<file path="config.mk">
export PLATFORM = sky130hd
export DESIGN_NAME = vga_sink_monitor
export DESIGN_NICKNAME = d
export VERILOG_FILES = /design/src/rtl/vga_sink_monitor.sv
export SDC_FILE = /design/constraint.sdc
export NUM_CORES = 1
export LEC_CHECK = 0
export ABC_CLOCK_PERIOD_IN_PS = 3500
export BUFFER_PORTS_ARGS = -buffer_cell sky130_fd_sc_hd__buf_2
export CAP_MARGIN = 10
export CELL_PAD_IN_SITES_DETAIL_PLACEMENT = 1
export CELL_PAD_IN_SITES_GLOBAL_PLACEMENT = 1
export CORE_MARGIN = 3
export CORE_UTILIZATION = 45
export DETAILED_ROUTE_END_ITERATION = 12
export GPL_ROUTABILITY_DRIVEN = 0
export GPL_TIMING_DRIVEN = 0
export PLACE_DENSITY_LB_ADDON = 0.1
export SYNTH_ARGS = -nofsm -noshare
export SYNTH_HDL_FRONTEND = slang
export SYNTH_SLANG_ARGS = --single-unit
</file>
<file path="constraint.sdc">
create_clock -name clk -period 3.5 [get_ports clk]
set_clock_uncertainty 0.15 [all_clocks]
set_input_delay 0.7 -clock clk [delete_from_list [all_inputs] [get_ports clk]]
set_output_delay 0.7 -clock clk [all_outputs]
set_load 0.02 [all_outputs]
</file>
<file path="src/rtl/vga_sink_monitor.sv">
// vga_sink_monitor: receive-side VGA timing checker and frame statistics.
// Samples hsync/vsync/RGB on pix_en ticks, measures line length, hsync
// width, lines per frame and vsync width, checks them against the
// parameters, declares lock after one clean frame and reports per-frame
// red/green/blue high-tick counts.
// Ports: clk, rst (sync, active-high), pix_en, vga_h_sync, vga_v_sync,
//   vga_R/G/B in; locked, frame_done, err_pulse, err_code[3:0],
//   err_count[7:0], line_len[11:0], frame_lines[11:0], r/g/b_count[18:0],
//   frame_crc[15:0] out.
// Optional: define VGA_SINK_CRC_EN to build a per-frame CRC-16-CCITT over
//   {R,G,B}; without it frame_crc is tied to zero.
module vga_sink_monitor #(
    parameter int   H_TOTAL  = 800,
    parameter int   H_SYNC   = 96,
    parameter int   V_TOTAL  = 525,
    parameter int   V_SYNC   = 2,
    parameter logic SYNC_POL = 1'b0
) (
    input  logic        clk,
    input  logic        rst,
    input  logic        pix_en,
    input  logic        vga_h_sync,
    input  logic        vga_v_sync,
    input  logic        vga_R,
    input  logic        vga_G,
    input  logic        vga_B,
    output logic        locked,
    output logic        frame_done,
    output logic        err_pulse,
    output logic [3:0]  err_code,
    output logic [7:0]  err_count,
    output logic [11:0] line_len,
    output logic [11:0] frame_lines,
    output logic [18:0] r_count,
    output logic [18:0] g_count,
    output logic [18:0] b_count,
    output logic [15:0] frame_crc
);

    typedef enum logic [1:0] {ACQUIRE, MEASURE, LOCKED} state_t;

    state_t      state, state_next;
    logic        frame_bad, frame_bad_next;
    logic        h_seen, h_seen_next;
    logic        done_next;
    logic        h_prev, v_prev;
    logic [11:0] h_cnt, l_cnt;
    logic [18:0] acc_r, acc_g, acc_b;

    // Syncs normalised to "asserted" regardless of polarity.
    logic h_a, v_a;
    assign h_a = (vga_h_sync == SYNC_POL);
    assign v_a = (vga_v_sync == SYNC_POL);

    logic h_lead, h_trail, v_lead, v_trail;
    assign h_lead  = pix_en & h_a & ~h_prev;
    assign h_trail = pix_en & ~h_a & h_prev;
    assign v_lead  = pix_en & v_a & ~v_prev;
    assign v_trail = pix_en & ~v_a & v_prev;

    // Widths use the pre-increment counters: the trailing tick is the
    // first deasserted one, so the count equals the asserted span.
    logic       checking;
    logic [3:0] err_vec;
    logic       any_err;
    assign checking   = (state != ACQUIRE);
    assign err_vec[0] = checking & h_lead & h_seen & (h_cnt != 12'(H_TOTAL));
    assign err_vec[1] = checking & h_trail & (h_cnt != 12'(H_SYNC));
    assign err_vec[2] = checking & v_lead & (l_cnt != 12'(V_TOTAL));
    assign err_vec[3] = checking & v_trail & (l_cnt != 12'(V_SYNC));
    assign any_err    = |err_vec;

    always_comb begin
        state_next     = state;
        frame_bad_next = frame_bad;
        h_seen_next    = h_seen;
        done_next      = 1'b0;
        unique case (state)
            ACQUIRE: begin
                // h_seen stays clear even on a coincident hsync edge so the
                // first measured line is a complete one.
                if (v_lead) begin
                    state_next     = MEASURE;
                    frame_bad_next = 1'b0;
                    h_seen_next    = 1'b0;
                end
            end
            MEASURE: begin
                if (h_lead)  h_seen_next    = 1'b1;
                if (any_err) frame_bad_next = 1'b1;
                if (v_lead) begin
                    done_next = 1'b1;
                    if (!frame_bad && !any_err) state_next = LOCKED;
                    else frame_bad_next = 1'b0;
                end
            end
            LOCKED: begin
                if (h_lead)  h_seen_next = 1'b1;
                if (v_lead)  done_next   = 1'b1;
                if (any_err) state_next  = ACQUIRE;
            end
            default: state_next = ACQUIRE;
        endcase
    end

    always_ff @(posedge clk) begin
        if (rst) begin
            state       <= ACQUIRE;
            frame_bad   <= 1'b0;
            h_seen      <= 1'b0;
            locked      <= 1'b0;
            frame_done  <= 1'b0;
            err_pulse   <= 1'b0;
            err_code    <= '0;
            err_count   <= '0;
            line_len    <= '0;
            frame_lines <= '0;
            r_count     <= '0;
            g_count     <= '0;
            b_count     <= '0;
            h_prev      <= 1'b0;
            v_prev      <= 1'b0;
            h_cnt       <= '0;
            l_cnt       <= '0;
            acc_r       <= '0;
            acc_g       <= '0;
            acc_b       <= '0;
        end else begin
            state      <= state_next;
            frame_bad  <= frame_bad_next;
            h_seen     <= h_seen_next;
            frame_done <= done_next;
            err_pulse  <= any_err;
            // Follows the state register, so it lags the pulses by a cycle.
            locked     <= (state == LOCKED);
            if (any_err) begin
                err_code <= err_vec;
                if (err_count != 8'hFF) err_count <= err_count + 8'd1;
            end
            if (pix_en) begin
                h_prev <= h_a;
                v_prev <= v_a;
                if (h_lead) begin
                    line_len <= h_cnt;
                    h_cnt    <= 12'd1;
                end else if (h_cnt != 12'hFFF) begin
                    h_cnt <= h_cnt + 12'd1;
                end
                if (v_lead) begin
                    frame_lines <= l_cnt;
                    l_cnt       <= h_lead ? 12'd1 : 12'd0;
                    r_count     <= acc_r;
                    g_count     <= acc_g;
                    b_count     <= acc_b;
                    acc_r       <= 19'(vga_R);
                    acc_g       <= 19'(vga_G);
                    acc_b       <= 19'(vga_B);
                end else begin
                    if (h_lead && l_cnt != 12'hFFF) l_cnt <= l_cnt + 12'd1;
                    acc_r <= acc_r + 19'(vga_R);
                    acc_g <= acc_g + 19'(vga_G);
                    acc_b <= acc_b + 19'(vga_B);
                end
            end
        end
    end

`ifdef VGA_SINK_CRC_EN
    // CRC-16-CCITT, poly 0x1021, shifting R then G then B.
    function automatic logic [15:0] crc_step(input logic [15:0] c,
                                             input logic [2:0]  d);
        logic [15:0] x;
        x = c;
        for (int i = 2; i >= 0; i--) begin
            if (x[15] ^ d[i]) x = {x[14:0], 1'b0} ^ 16'h1021;
            else              x = {x[14:0], 1'b0};
        end
        return x;
    endfunction

    logic [15:0] crc;

    always_ff @(posedge clk) begin
        if (rst) begin
            crc       <= 16'hFFFF;
            frame_crc <= '0;
        end else if (pix_en) begin
            if (v_lead) begin
                frame_crc <= crc;
                crc       <= crc_step(16'hFFFF, {vga_R, vga_G, vga_B});
            end else begin
                crc <= crc_step(crc, {vga_R, vga_G, vga_B});
            end
        end
    end
`else
    assign frame_crc = '0;
`endif

endmodule

</file>
# Word-level counts from Yosys, hierarchy flattened
# Cells that the tools add are included.
totals:
  ff_bits: 183
  input_bits: 8
  out_inout_bits: 112
  wordCells: 104
op_classes:
  addsub: 6
  n_eq_ne: 14
  muxes: 21
  bitwise_logic: 22
  n_reduce_logical: 21
op_table:
  columns: ["cell", "count"]
  rows:
  - ["$add A19 B1 Y19", 3]
  - ["$mux W19", 3]
  - ["$mux W12", 4]
  - ["$add A12 B1 Y12 const B", 2]
  - ["$ne A12 B10 Y1 const B", 2]
  - ["$ne A12 B12 Y1 const B", 2]
  - ["$and A1 B1 Y1", 17]
  - ["$ne A12 B2 Y1 const B", 1]
  - ["$ne A12 B7 Y1 const B", 1]
  - ["$reduce_and A2 Y1", 6]
  - ["$reduce_bool A2 Y1", 5]
  - ["$add A8 B1 Y8 const B", 1]
  - ["$mux W2", 4]
  - ["$ne A2 B2 Y1 const B", 4]
  - ["$ne A8 B8 Y1 const B", 1]
  - ["$mux W1", 7]
  - ["$pmux W2 S3", 1]
  - ["$not A1 Y1", 5]
  - ["$pmux W1 S2", 2]
  - ["$reduce_and A4 Y1", 1]
  - ["$reduce_or A2 Y1", 2]
  - ["$reduce_or A4 Y1", 1]
  - ["$reduce_and A3 Y1", 1]
  - ["$eq A2 B1 Y1 const B", 1]
  - ["other kinds (5)", 7]

# Logic depth before layout (Yosys ltp)
logic_depth:
  depth_word: 12
  depth_mapped: 8
  ltp_nobuf: 7

# Least setup slack after synthesis
# Ideal clock, no wire load.
synth_path:
  path_type: "input port to flip-flop"
  start: "in pix_en"
  end: "reg state[0]"
  t_arrival_ps: 2158
  required_ps: 3228
  slack_ps: 1070
  cell_stages: 6
  path_buffers: 1
  path_cell_list: "and2b_4 > and3_1 > or4b_1 > buf_2 > o2111a_1 > a311o_1"
synth_via:
  elab_chain_cells: 10
  word_cells_on_any_way: 25
  classes_between: "4 x eq/ne; 17 x bitwise; 4 x reduce/logical"
synth_rtl:
  columns: ["item", "line_no", "rtl"]
  rows:
  - ["start: declaration", "21", "input logic pix_en,"]
  - ["$and A1 B1 Y1 (2 in a row)", "56", "assign h_lead = pix_en & h_a & ~h_prev;"]
  - ["$and A1 B1 Y1 (3 in a row)", "67", "assign err_vec[0] = checking & h_lead & h_seen & (h_cnt != 12'(H_TOTAL));"]
  - ["$reduce_or A4 Y1", "71", "assign any_err = |err_vec;"]
  - ["$logic_not A1 Y1", "93", "if (!frame_bad && !any_err) state_next = LOCKED;"]
  - ["$logic_and A1 B1 Y1", "93", null]
  - ["$ne A2 B2 Y1 (no source line)", null, null]
  - ["$reduce_and A4 Y1 (no source line) *", null, null]
  - ["end signal: assignment", "129", "state <= state_next;"]
  - ["end: declaration", "42", "state_t state, state_next;"]
# Every way passes the cells marked *; elsewhere a longest branch is shown, timed or not.
# A chain may end at the register's enable or synchronous reset.

# Final worst setup path
layout_path:
  start: "in pix_en"
  end: "reg g_count[8]"
layout_via:
  elab_chain_cells: 3
layout_rtl:
  columns: ["item", "line_no", "rtl"]
  rows:
  - ["$and A1 B1 Y1 (2 in a row)", "58", "assign v_lead = pix_en & v_a & ~v_prev;"]
  - ["$reduce_and A2 Y1 (no source line) *", null, null]
  - ["end signal: assignment", "153", "g_count <= acc_g;"]
  - ["end: declaration", "35", "output logic [18:0] g_count,"]
# Marked as above.

==> impl_metrics.csv <==
group,metric,value,unit
sta,setup_violations,0,
placement,dp_hpwl,15300,µm
worst_setup_path,slowest_stage,"nor3b_1",
logic_synthesis,synth-edff-count,0,
power,p_leak,3.54,nW
logic_synthesis,synth_area,7780,µm²
logic_synthesis,synthFlopType,"dfxtp_1",
logic_synthesis,synth_top_cell_by_area,"dfxtp_1",
floorplan,die-area,18900,µm²
worst_setup_path,rr_startpoint,"v_prev",
sta,fmax,0.341,GHz
worst_setup_path,arrival,3.13,ns
floorplan,die_x,137,µm
worst_setup_path,worstPathCellList,"buf_2 > buf_2 > nor3b_1 > clkbuf_1 > buf_1 > nand2_1 > a21oi_1",
global_route,grt_pass1_wl,34800,µm
worst_setup_path,critPathKind,"in2reg",
worst_setup_path,endpoint_kind,"register",
clock_network,cts_buffer_depth,2,
sta,final.setup.tns,0,ns
clock_network,clkSinkCount,183,
worst_setup_path,r2r_cells,5,
worst_hold_path,hold_class,"reg2reg",
clock_network,cts_setup_buffers,0,
logic_synthesis,async_reset_ff_share,0,%
finish,fin_area,9230,µm²
global_route,grt_max_degree,17,
logic_synthesis,yosys_register_bits,183,
worst_setup_path,reg2reg_slack,0.80,ns
drt,finalWirelength,21600,µm
sta,hold_viol,0,
worst_setup_path,critPathRequiredTime,3.70,ns
global_route,gr-total-overflow,0,
sta,fin_crit,2.93,ns
finish,syn_to_final_growth,18.6,%
run_status,status,"completed",
clock_network,clk-insertion-delay-late,0.43,ns
drt,avgViaCountPerCell,5.29,
sta,post-route-period-util,83.7,%
power,powerDensity,493,nW/µm²
floorplan,num_io_pins,120,
logic_synthesis,synth_top_area_share,47.1,%
clock_network,clk_pin_slew,0.07,ns
global_route,antenna_found_initial,1,
logic_synthesis,synth_cell_types,56,
floorplan,rows,47,
drt,dr.pass1.iters,5,
clock_network,cts_buffers,17,
worst_hold_path,hp-start,"r_count[7]",
worst_setup_path,crit_buf_inv,4,
worst_setup_path,path_max_fanout,10,
finish,fillers,2107,
finish,layout.nets,1103,
power,ir_drop,0.000403,V
logic_synthesis,synth_warnings,0,
worst_hold_path,hold_end,"r_count[7]",
placement,port_buffers,103,
clock_network,cts_tree,"yes",
logic_synthesis,syn_area_per_cell,8.25,µm²
logic_synthesis,yosys.cell_count.top_type,"nand2_1",
drt,drcViolationCount,0,
floorplan,initial_core_util,46.4,%
worst_setup_path,r2r-end,"l_cnt[2]",
finish,n_antenna_cell,0,
run,maxCapViolCount,0,
finish,drive_gt1_share,15.7,%
logic_synthesis,synth_area_leaders,"dfxtp_1 (47%), nand2_1 (9.9%), a21oi_1 (6.9%)",
worst_setup_path,max_stage_delay,0.76,ns
logic_synthesis,ys_seq_area_share,47.1,%
placement,placed_area,8630,µm²
sta,tightest_slew,0.903,ns
floorplan,core_area,16800,µm²
drt,antenna_left,0,
sta,slew_headroom,39.7,%
finish,register_area,3660,µm²
global_route,grt_pass1_vias,7006,
logic_synthesis,synthTopCellsByCount,"nand2_1 (206), dfxtp_1 (183), a21oi_1 (107), nor2_1 (81), clkbuf_1 (39)",
sta,maxSlewViolCount,0,
worst_setup_path,crit_path_start_kind,"input pin",
drt,via_count,6943,
clock_network,postCtsHoldBufs,0,
global_route,gr-usage-all-layers,23.1,%
floorplan,die_h,137,µm
clock_network,htree_levels,4,
sta,grt_setup_unrepaired,"false",
drt,first_iter_violations,348,
drt,routedWlPerCell,16.5,µm
worst_setup_path,cp_num_cells,7,
clock_network,ctsRootBufferMaster,"clkbuf_16",
worst_setup_path,crit_top_cell,"buf_2",
worst_hold_path,hold_path_depth,2,
finish,multi_input_area,3770,µm²
logic_synthesis,postSynthCellCount,943,
clock_network,cts-resized-gates,0,
worst_setup_path,crit_family,"buffers and inverters",
==> how the worst max path moves through the flow <==
| stage | to | slack (ns) | from |
|---|---|---|---|
| 2_1_floorplan | state[0] | 1.07 | pix_en |
| 3_3_place_gp | acc_r[12] | 0.16 | pix_en |
| 3_5_place_dp | g_count[8] | 0.17 | pix_en |
| 4_1_cts | g_count[8] | 0.60 | pix_en |
| 5_1_grt | g_count[11] | 0.34 | pix_en |
| 6_report | g_count[8] | 0.57 | pix_en |
==> per-stage QoR <==
stage	hold slack [ns]	setup WS, ns	util (%)	power, mW	instances
5_1_grt	0.321	0.343	55.1	4.72	1313
3_3_place_gp	0.290	0.164	51.5	2.59	1281
4_1_cts	0.305	0.598	55.1	4.58	1313
3_5_place_dp	0.295	0.172	51.5	2.61	1281
6_report	0.302	0.570	55.1	4.55	1313
2_1_floorplan	0.287	1.07	-	2.47	958
==> state kept, by name (all words and copies together) (netlist names), 8 cells and up <==
signal and count:
b_count 19, h_cnt 12, acc_r 19, acc_g 19, g_count 19, r_count 19, err_count 8, line_len 12
acc_b 19, frame_lines 12, l_cnt 12
==> routing by layer <==
layer  vias up  wire [µm]  GRT usage, %
li1       3450          -             -
met1      3341       9940          29.3
met2       124      10500          40.2
met3        26        844          4.05
met4         2        309          6.43
met5         -         13             0
==> layout by cell type (no fill, tap or decap), types with 4 or more instances in the layout <==
cell type,Yosys,routed
nand2b_1,7,7
buf_2,7,110
and3_1,14,14
or3_1,10,10
o21ai_0,21,21
nor2b_1,8,8
inv_1,19,19
clkbuf_16,0,17
nor2_1,81,81
clkinvlp_4,0,4
xor2_1,36,36
buf_1,4,4
nor3_1,18,18
nand3_1,24,24
o211ai_1,7,7
nand2_1,206,206
dfxtp_1,183,183
a311oi_1,5,5
a211oi_1,10,10
ha_1,15,15
mux2_2,5,5
nor4_1,4,4
nand4_1,23,23
a31oi_1,4,4
buf_4,16,16
conb_1,1,16
clkbuf_1,39,40
xnor2_1,25,25
and4_1,7,7
a21oi_1,107,107
==> final cells by class <==
class                           instances  share of cell area [%]
Buffer                                 67                    3.48
Clock buffer                           18                    4.65
Clock inverter                         14                    1.88
Inverter                               20                   0.813
Multi-Input combinational cell        688                    40.9
Sequential cell                       183                    39.7
Tap cell                              220                    2.98
Timing Repair Buffer                  103                    5.59
==> kinds of logic (layout without fill, tap and decap cells) <==
| logic type | count (synthesis) | count (layout) | synth area share, % |
|---|---|---|---|
| AO/OA/AOI/OAI | 167 | 167 | 12.3 |
| buffers and inverters | 87 | 222 | 5.10 |
| AND/OR/NAND/NOR | 422 | 422 | 25.2 |
| XOR/XNOR | 61 | 61 | 6.87 |
| flip-flops | 183 | 183 | 47.1 |
| other | 1 | 16 | 0.0482 |
| multiplexers | 7 | 7 | 0.981 |
| adder cells (fa/ha/maj) | 15 | 15 | 2.41 |
==> report_power, final <==
group	internal [mW]	switching, mW	total (mW)
sequential	2.12	0.0342	2.15
combinational	0.137	0.280	0.416
clock	1.13	0.850	1.98
==> worst min-delay path, delay by kind of cell, from the launching register on <==
family,cells,cell delay (ns)
AOI/OAI and AO/OA,1,0.05
and+or+nand+nor,1,0.05
DFF,1,0.31
No activity file was read; power rests on OpenSTA's default activity.
